[src/rtl/video_timing_gen.sv]
// video_timing_gen: raster timing generator with a pixel-FIFO read lead and delayed sync/blank/de/sof/eol.
// Optional underflow detection is compiled in with VTG_UNDERFLOW_EN.
module video_timing_gen #(
  parameter int   H_ACTIVE  = 640,
  parameter int   H_FP      = 16,
  parameter int   H_SYNC    = 96,
  parameter int   H_BP      = 48,
  parameter int   V_ACTIVE  = 480,
  parameter int   V_FP      = 11,
  parameter int   V_SYNC    = 2,
  parameter int   V_BP      = 31,
  parameter logic HSYNC_POL = 1'b0,
  parameter logic VSYNC_POL = 1'b0,
  parameter int   PIPE_LAT  = 2,
  parameter int   CNT_W     = 11
) (
  input  logic             pclk,
  input  logic             rstbtn_n,
  input  logic             restart,
  input  logic             fifo_empty,
  output logic             rd_en,
  output logic [CNT_W-1:0] hcount,
  output logic [CNT_W-1:0] vcount,
  output logic             hsync,
  output logic             vsync,
  output logic             hblnk,
  output logic             vblnk,
  output logic             de,
  output logic             sof,
  output logic             eol,
  output logic             underflow,
  output logic [15:0]      underflow_cnt
);
  localparam int H_TOTAL = H_ACTIVE + H_FP + H_SYNC + H_BP;
  localparam int V_TOTAL = V_ACTIVE + V_FP + V_SYNC + V_BP;
  localparam logic [CNT_W-1:0] HT1 = CNT_W'(H_TOTAL - 1);
  localparam logic [CNT_W-1:0] VT1 = CNT_W'(V_TOTAL - 1);
  localparam logic [CNT_W-1:0] HA  = CNT_W'(H_ACTIVE);
  localparam logic [CNT_W-1:0] HE  = CNT_W'(H_ACTIVE - 1);
  localparam logic [CNT_W-1:0] VA  = CNT_W'(V_ACTIVE);
  localparam logic [CNT_W-1:0] HS0 = CNT_W'(H_ACTIVE + H_FP);
  localparam logic [CNT_W-1:0] HS1 = CNT_W'(H_ACTIVE + H_FP + H_SYNC);
  localparam logic [CNT_W-1:0] VS0 = CNT_W'(V_ACTIVE + V_FP);
  localparam logic [CNT_W-1:0] VS1 = CNT_W'(V_ACTIVE + V_FP + V_SYNC);
  typedef struct packed {
    logic [CNT_W-1:0] h;
    logic [CNT_W-1:0] v;
    logic             de;
    logic             hb;
    logic             vb;
    logic             hs;
    logic             vs;
    logic             sof;
    logic             eol;
  } px_t;
  localparam px_t BLANK = '{h: '0, v: '0, de: 1'b0, hb: 1'b1, vb: 1'b1,
                            hs: ~HSYNC_POL, vs: ~VSYNC_POL, sof: 1'b0, eol: 1'b0};
  if (H_TOTAL - 1 >= (1 << CNT_W) || V_TOTAL - 1 >= (1 << CNT_W)) begin : g_cnt_w_chk
    $error("CNT_W too narrow for H_TOTAL-1 / V_TOTAL-1");
  end
  if (PIPE_LAT < 0 || PIPE_LAT > 15) begin : g_lat_chk
    $error("PIPE_LAT must be within 0..15");
  end
  logic [CNT_W-1:0] h, v;
  px_t              cur, o;
  always_ff @(posedge pclk or negedge rstbtn_n)
    if (!rstbtn_n) begin
      h <= '0;
      v <= '0;
    end else if (restart) begin
      h <= '0;
      v <= '0;
    end else if (h == HT1) begin
      h <= '0;
      v <= (v == VT1) ? '0 : v + 1'b1;
    end else begin
      h <= h + 1'b1;
    end
  assign rd_en = rstbtn_n & ~restart & (h < HA) & (v < VA);
  always_comb
    cur = '{h: h, v: v, de: rd_en, hb: h >= HA, vb: v >= VA,
            hs: (h >= HS0 && h < HS1) ? HSYNC_POL : ~HSYNC_POL,
            vs: (v >= VS0 && v < VS1) ? VSYNC_POL : ~VSYNC_POL,
            sof: h == '0 && v == '0, eol: h == HE && v < VA};
  if (PIPE_LAT == 0) begin : g_nolat
    assign o = (rstbtn_n & ~restart) ? cur : BLANK;
  end else begin : g_pipe
    px_t pipe [PIPE_LAT];
    // restart empties the whole delay line so stale active pixels never leak out
    always_ff @(posedge pclk or negedge rstbtn_n)
      if (!rstbtn_n) begin
        for (int i = 0; i < PIPE_LAT; i++) pipe[i] <= BLANK;
      end else if (restart) begin
        for (int i = 0; i < PIPE_LAT; i++) pipe[i] <= BLANK;
      end else begin
        pipe[0] <= cur;
        for (int i = 1; i < PIPE_LAT; i++) pipe[i] <= pipe[i-1];
      end
    assign o = pipe[PIPE_LAT-1];
  end
  assign hcount = o.h;
  assign vcount = o.v;
  assign de     = o.de;
  assign hblnk  = o.hb;
  assign vblnk  = o.vb;
  assign hsync  = o.hs;
  assign vsync  = o.vs;
  assign sof    = o.sof;
  assign eol    = o.eol;
`ifdef VTG_UNDERFLOW_EN
  always_ff @(posedge pclk or negedge rstbtn_n)
    if (!rstbtn_n) begin
      underflow     <= 1'b0;
      underflow_cnt <= '0;
    end else if (restart) begin
      underflow     <= 1'b0;
      underflow_cnt <= '0;
    end else if (rd_en & fifo_empty) begin
      underflow     <= 1'b1;
      underflow_cnt <= (&underflow_cnt) ? underflow_cnt : underflow_cnt + 16'd1;
    end
`else
  logic unused_fifo_empty;
  assign unused_fifo_empty = fifo_empty;
  assign underflow         = 1'b0;
  assign underflow_cnt     = '0;
`endif
endmodule

[config.mk]
export PLATFORM = sky130hd
export DESIGN_NAME = video_timing_gen
export DESIGN_NICKNAME = d
export VERILOG_FILES = /design/src/rtl/video_timing_gen.sv
export SDC_FILE = /design/constraint.sdc
export NUM_CORES = 1
export LEC_CHECK = 0
export CAP_MARGIN = 20
export CORE_ASPECT_RATIO = 1.4
export CORE_MARGIN = 5
export CORE_UTILIZATION = 40
export DETAILED_ROUTE_END_ITERATION = 7
export PLACE_DENSITY = 0.67
export SETUP_SLACK_MARGIN = 0.3
export SYNTH_ARGS = -nofsm -noshare
export SYNTH_HDL_FRONTEND = slang
export SYNTH_SLANG_ARGS = --single-unit
[constraint.sdc]
create_clock -name pclk -period 6.65 [get_ports pclk]
set_input_delay 1.33 -clock pclk [delete_from_list [all_inputs] [get_ports pclk]]
set_output_delay 1.33 -clock pclk [all_outputs]
set_load 0.03 [all_outputs]
==> parameters.txt, run 1 <==
Parameter                              Value

Outcome
  Run status ... complete, no violations

STA
  Worst-Margin Slew ... 956.5 ps
  Final critical path time including I/O delays and setup ... 4338 ps
  Final-report hold violation count ... 0
  Worst slew margin relative to its limit ... 0.3624
  Final Setup Violations ... 0
  Final Max Slew Viols ... 0
  Peak clock frequency supported by timing ... 230.5 MHz
  Unrepaired setup endpoints after global routing ... no
  Sum Neg Setup Slack ... 0 ps
  Worst Clk Skew ... 4.616 ps
  Share of the cycle needed by the critical path after routing ... 0.6523
  Worst Hold Slack ... 458.8 ps

Clock tree
  Clock latency on the worst-skew pair ... 330 ps
  Maximum count of clock buffers along a single path ... 2
  CTS tree ... built
  Number of clock buffers inserted by TritonCTS ... 9
  Resize count post-CTS ... 0
  Number of hold-repair buffers added at the cts stage ... 0
  Root Driver ... sky130_fd_sc_hd__clkbuf_16
  H-tree level count ... 3
  Setup bufs post-CTS ... 0
  Clk pin slew, worst setup/hold paths ... 60 ps
  Count of clock tree sinks ... 80

Cells and area
  Area used by multi-input combinational logic ... 0.001145 mm²
  Post-Layout Cell Count ... 438
  Fraction of layout instances using a drive strength above 1 ... 0.09610
  Layout overhead on the synthesized area ... 14.22%
  Count of nets after finishing ... 337
  Filler Cell Count ... 780
  Count of inserted antenna diode cells ... 0
  Final core utilization ... 0.4651
  Summed area of non-filler cells in the final layout ... 0.003980 mm²
  FF/Latch Area ... 0.002012 mm²

Worst setup path
  Most frequent cell on the critical path ... sky130_fd_sc_hd__nor2_1
  WP data arrival ... 3010 ps
  Category of the worst setup path launch point ... input port
  Cell type of the slowest stage on the worst timing path ... sky130_fd_sc_hd__clkdlybuf4s50_1
  Required @ worst endpoint ... 5320 ps
  Worst Setup Path Type ... in2out
  Critical Path Max Stage Delay ... 710 ps
  Critical path capture point type ... primary output
  Reg-to-reg setup timing slack ... 4330 ps
  Ordered list of cells on the worst path ... buf_2 > buf_4 > nor2_1 > nand3_1 > nor2_1 > clkdlybuf4s50_1
  Peak fanout along the critical path ... 62

Logic synthesis
  Commonest cells in the netlist ... sky130_fd_sc_hd__dfrtp_1 (72), sky130_fd_sc_hd__nor2b_1 (44), sky130_fd_sc_hd__buf_4 (40)
  Fraction of the yosys area taken by sequential cells ... 0.5774
  Register bit count reported by yosys ... 80
  Largest family of logic cells by synthesized area ... simple AND/OR/NAND/NOR gates
  Top_reg_cell synth ... sky130_fd_sc_hd__dfrtp_1
  Xor and xnor area share after synthesis ... 0.02513
  Yosys Warn Count ... 0
  Adder and majority cell fraction of the synthesized area ... 0.01436
  Complex-gate fraction of the synthesized area ... 0.03914
  Post-synthesis instance area ... 0.003485 mm²
  Post-Syn Instances ... 322
  Synth top area share ... 0.5171
  Area fraction in and, or, nand and nor cells after synthesis ... 0.2316
  Dominant cell by count in the synthesized netlist ... sky130_fd_sc_hd__dfrtp_1
  Portion of netlist area occupied by mux cells ... 0
  Cell taking the most area after synthesis ... sky130_fd_sc_hd__dfrtp_1
  Number of distinct library cell variants in the gate-level netlist after synthesis ... 39
  Mean cell area of the mapped netlist ... 10.82 µm²
  Number of enable flip-flop cells after synthesis ... 0
  Proportion of synthesized flip-flops having asynchronous set or reset ... 1.000
  Top post-synthesis cells by area ... sky130_fd_sc_hd__dfrtp_1 (52%), sky130_fd_sc_hd__buf_4 (8.6%), sky130_fd_sc_hd__nor2b_1 (7.9%), sky130_fd_sc_hd__dfstp_2 (6.0%), sky130_fd_sc_hd__nor2_1 (2.6%)

Pwr
  Total power divided by cell area ... 278.0 mW/mm²
  Max VDD drop ... 0.1368 mV
  LEAKAGE ... 1.816 nW

Global route
  Pin count of the biggest net entering global routing ... 81
  Remaining Overflow, GRT ... 0
  Number of antenna violations at the first check in global routing ... 0
  Total track usage ... 0.1198
  Via count of the first global-routing pass ... 2030
  Global-route wire length before repair ... 9.825 mm

Floorplan
  Placeable core region ... 0.008558 mm²
  Initial standard-cell utilization of the core ... 0.4072
  I/O pin total ... 51
  Die width ... 88.88 µm
  Die Ht ... 120.4 µm
  Number of rows created at floorplan ... 40
  Total die area ... 0.01070 mm²

Min path
  Class of the most critical hold timing path ... reg2reg

Placed design
  Gpl congestion ... 0.8281
  Port-buffer cells ... 32
  Final HPWL DP ... 3.781 mm
  Area of placed instances ... 0.003638 mm²
  # placed instances ... 422

Drt
  Wire length per cell after detailed routing ... 13.15 µm
  Total wire length ... 5.760 mm
  DR vias/cell ... 4.813
  Vias ... 2108
  Initial drt markers ... 131
  First-pass iteration count of the detailed router ... 4
  Remaining DRCs ... 0
  Remaining number of nets flagged by the antenna check after routing ... 0

Flow run
  Max-capacitance violation count ... 0
critical path: cells and delay by family:
family	cells	cell delay (ps)
buffers and inverters	3	1110
and+or+nand+nor	3	550
logic make-up after synthesis:
group           count (synthesis)
xor+xnor                       10
simple gates                  144
compound gates                 22
fa+ha+maj                       4
other cells                     1
flops                          80
buf+inv                        61
layer usage:
layer	part of all wire	track usage	vias up
li1	-	-	1020
met3	0.062	0.03204	12
met2	0.49	0.1849	65
met1	0.42	0.1469	1011
met5	0	0	-
met4	0.033	0.07278	0
flip-flops by register name, indices dropped and copies added (netlist names):
name / count
vcount: 11
eol: 1
h: 11
sof: 1
hblnk: 1
v: 11
vsync: 1
vblnk: 1
hcount: 11
de: 1
hsync: 1
g_pipe.pipe: 29
final timing paths:
check,to,start,cells past startpoint
min in group asynchronous,v[7]$_DFFE_PN0P_,rstbtn_n,2
setup / recovery,rd_en,restart,6
hold / removal,hcount[10]$_DFF_PN0_,g_pipe.pipe[57]$_DFF_PN0_,1
hold reg to reg,hcount[10]$_DFF_PN0_,g_pipe.pipe[57]$_DFF_PN0_,1
max in group asynchronous,hcount[0]$_DFF_PN0_,rstbtn_n,2
setup reg to reg,v[6]$_DFFE_PN0P_,h[7]$_DFF_PN0_,4
layout make-up:
cell class,count,share of cell area
Sequential cell,80,0.5055
Multi-Input combinational cell,197,0.2876
Timing Repair Buffer,35,0.08362
Clock buffer,12,0.06193
Tap cell,105,0.03301
Clock inverter,3,0.02263
Inverter,6,0.005659
layout by cell type, fill, tap and decap left out, types with 2 or more instances in the layout:
master	Yosys	final
sky130_fd_sc_hd__or3_1	3	3
sky130_fd_sc_hd__ha_1	4	4
sky130_fd_sc_hd__dfrtp_1	72	72
sky130_fd_sc_hd__o31a_1	3	3
sky130_fd_sc_hd__xor2_1	6	6
sky130_fd_sc_hd__nor2b_1	44	44
sky130_fd_sc_hd__and4_1	4	4
sky130_fd_sc_hd__bufinv_16	0	3
sky130_fd_sc_hd__clkdlybuf4s50_1	0	30
sky130_fd_sc_hd__clkbuf_16	0	9
sky130_fd_sc_hd__inv_1	6	6
sky130_fd_sc_hd__nor2_1	24	24
sky130_fd_sc_hd__o211ai_1	3	3
sky130_fd_sc_hd__conb_1	1	17
sky130_fd_sc_hd__nor4b_1	2	2
sky130_fd_sc_hd__buf_4	40	3
sky130_fd_sc_hd__o21ai_0	7	7
sky130_fd_sc_hd__nor4_1	8	8
sky130_fd_sc_hd__dfstp_2	8	8
sky130_fd_sc_hd__or2_2	5	5
sky130_fd_sc_hd__nand2_1	21	21
sky130_fd_sc_hd__clkbuf_1	12	2
sky130_fd_sc_hd__a21oi_1	6	6
sky130_fd_sc_hd__nand3_1	15	15
sky130_fd_sc_hd__nor3_1	2	2
sky130_fd_sc_hd__xnor2_1	4	4
sky130_fd_sc_hd__nand4_1	6	6
sky130_fd_sc_hd__and4b_1	2	2
power breakdown:
part           internal, mW  switching [mW]
clock                 0.375           0.175
combinational        0.0132          0.0416
sequential            0.496         0.00603
per-stage QoR:
| step | setup slack (ps) | power (mW) |
|---|---|---|
| after CTS | 2336 | 1.121 |
| after detailed placement | 2375 | 0.5659 |
| final | 2312 | 1.107 |
| after floorplan | 3158 | 0.5534 |
| after global placement | 2386 | 0.5646 |
| after global routing | 2239 | 1.150 |
Note: power is estimated with default switching activity, not from simulation.
==> run 2: changes to the inputs <==
--- a/config.mk
+++ b/config.mk
@@ -10,7 +10,7 @@
 export CORE_MARGIN = 5
 export CORE_UTILIZATION = 40
 export DETAILED_ROUTE_END_ITERATION = 7
-export PLACE_DENSITY = 0.67
+export PLACE_DENSITY = 0.69
 export SETUP_SLACK_MARGIN = 0.3
 export SYNTH_ARGS = -nofsm -noshare
 export SYNTH_HDL_FRONTEND = slang
==> constraint.sdc (replaced) <==
create_clock -name pclk -period 3.5 [get_ports pclk]
set_input_delay 0.7 -clock pclk [delete_from_list [all_inputs] [get_ports pclk]]
set_output_delay 0.7 -clock pclk [all_outputs]
set_load 0.03 [all_outputs]
==> parameters.txt, run 2 (synthesis gave the netlist of run 1 again) <==
Parameter                              Value

Pwr
  Total power divided by cell area ... 495.1 mW/mm²
  LEAKAGE ... 1.812 nW
  Max VDD drop ... 0.2709 mV

STA
  Final Setup Violations ... 0
  Share of the cycle needed by the critical path after routing ... 0.8020
  Sum Neg Setup Slack ... 0 ps
  Worst Clk Skew ... 3.791 ps
  Peak clock frequency supported by timing ... 356.2 MHz
  Worst-Margin Slew ... 545.5 ps
  Final Max Slew Viols ... 0
  Final-report hold violation count ... 0
  Final critical path time including I/O delays and setup ... 2807 ps
  Unrepaired setup endpoints after global routing ... no
  Worst slew margin relative to its limit ... 0.6363

Outcome
  Run status ... complete, no violations

Worst setup path
  Ordered list of cells on the worst path ... nor2_1 > nand2_1 > nor2_1 > clkdlybuf4s50_1
  Cell type of the slowest stage on the worst timing path ... sky130_fd_sc_hd__clkdlybuf4s50_1
  Category of the worst setup path launch point ... flip-flop
  Critical Path Max Stage Delay ... 710 ps
  Most frequent cell on the critical path ... sky130_fd_sc_hd__nor2_1
  Worst Setup Path Type ... reg2out
  Largest delay share family, worst path ... buffers and inverters
  WP data arrival ... 2110 ps
  Peak fanout along the critical path ... 7
  Worst Path Buf+Inv ... 1
  Critical path capture point type ... primary output
  Required @ worst endpoint ... 2800 ps

Cells and area
  Commonest non-fill, non-tap cells in the layout ... sky130_fd_sc_hd__dfrtp_1 (72), sky130_fd_sc_hd__nor2b_1 (44), sky130_fd_sc_hd__clkdlybuf4s50_1 (30), sky130_fd_sc_hd__nor2_1 (24), sky130_fd_sc_hd__nand2_1 (21)
  Count of nets after finishing ... 338
  Fraction of layout instances using a drive strength above 1 ... 0.1018
  Layout overhead on the synthesized area ... 13.68%
  Flip-flop count of the largest register after layout ... 29
  Commonest non-fill, non-tap cell in the layout ... sky130_fd_sc_hd__dfrtp_1
  Filler Cell Count ... 770
  Summed area of non-filler cells in the final layout ... 0.003961 mm²
  Largest Register ... g_pipe.pipe
  Count of inserted antenna diode cells ... 0

Drt
  Remaining DRCs ... 0
  First-pass iteration count of the detailed router ... 4
  Wire length per cell after detailed routing ... 13.34 µm
  Vias ... 2162
  Total wire length ... 5.855 mm
  Initial drt markers ... 215
  DR vias/cell ... 4.925
  Remaining number of nets flagged by the antenna check after routing ... 0

Clock tree
  H-tree level count ... 3
  Count of clock tree sinks ... 80
  CTS tree ... built
  Setup bufs post-CTS ... 0
  Clock latency on the worst-skew pair ... 330 ps
  Maximum count of clock buffers along a single path ... 2
  Number of hold-repair buffers added at the cts stage ... 0
  Number of clock buffers inserted by TritonCTS ... 9
  Clk pin slew, worst setup/hold paths ... 60 ps
  Resize count post-CTS ... 0
  Root Driver ... sky130_fd_sc_hd__clkbuf_16

Placed design
  Final HPWL DP ... 3.841 mm
  Gpl congestion ... 0.8839
  Area of placed instances ... 0.003646 mm²
  Port-buffer cells ... 32

Floorplan
  Die Ht ... 120.4 µm
  Number of rows created at floorplan ... 40
  Placeable core region ... 0.008558 mm²
  Initial standard-cell utilization of the core ... 0.4072
  Die width ... 88.88 µm
  I/O pin total ... 51
  Total die area ... 0.01070 mm²

Global route
  Global-route wire length before repair ... 9.936 mm
  Remaining Overflow, GRT ... 0
  Total track usage ... 0.1217
  Number of antenna violations at the first check in global routing ... 0
  Pin count of the biggest net entering global routing ... 81
  Via count of the first global-routing pass ... 2060

Min path
  Class of the most critical hold timing path ... in2async

Flow run
  Max-capacitance violation count ... 0
run 2: area by class of cell:
type | instances | area (µm²) | share of cell area
Clock buffer | 11 | 242.7 | 0.06128
Clock inverter | 4 | 45.04 | 0.01137
Inverter | 6 | 22.52 | 0.005685
Multi-Input combinational cell | 197 | 1145 | 0.2890
Sequential cell | 80 | 2012 | 0.5079
Tap cell | 105 | 131.4 | 0.03316
Timing Repair Buffer | 36 | 362.8 | 0.09160
run 2: path summary, 6_finish.rpt:
path | start | endpoint | slack (ps) | depth (start not counted)
min in group pclk | g_pipe.pipe[37]$_DFF_PN0_ | vcount[1]$_DFF_PN0_ | 460 | 1
min reg2reg | g_pipe.pipe[37]$_DFF_PN0_ | vcount[1]$_DFF_PN0_ | 460 | 1
min | rstbtn_n | g_pipe.pipe[41]$_DFF_PN0_ | 300 | 2
max reg2reg | h[7]$_DFF_PN0_ | v[6]$_DFFE_PN0P_ | 1160 | 4
max in group asynchronous | rstbtn_n | hsync$_DFF_PN1_ | 2610 | 3
max | v[9]$_DFFE_PN0P_ | rd_en | 690 | 4
run 2: per-stage QoR:
step           cells  worst slack, ps  total power [mW]  hold slack [ps]  utilization
6_report         439            692.8             1.961            300.1       0.4629
5_1_grt          439            555.2             2.051            296.8       0.4629
4_1_cts          438            683.7             1.982            461.9       0.4596
3_5_place_dp     423            854.7             1.075            448.3       0.4260
3_3_place_gp     423            834.1             1.073            441.8       0.4260
2_1_floorplan    338             1268             1.051            404.4            -
run 2: where the power goes:
| group | switching [mW] | total, mW | internal (mW) | leakage [nW] |
|---|---|---|---|---|
| clock network | 0.336 | 0.900 | 0.563 | 0.145 |
| registers | 0.0113 | 0.954 | 0.942 | 1.08 |
| logic | 0.0798 | 0.108 | 0.0283 | 0.585 |
| total | 0.427 | 1.96 | 1.53 | 1.81 |
run 2: layer usage:
layer	GRT usage	up-vias	routed length, µm
met1	0.1481	1034	2362
met2	0.1831	81	2820
met4	0.08034	0	275
met5	0	-	0
li1	-	1026	-
met3	0.03613	21	397
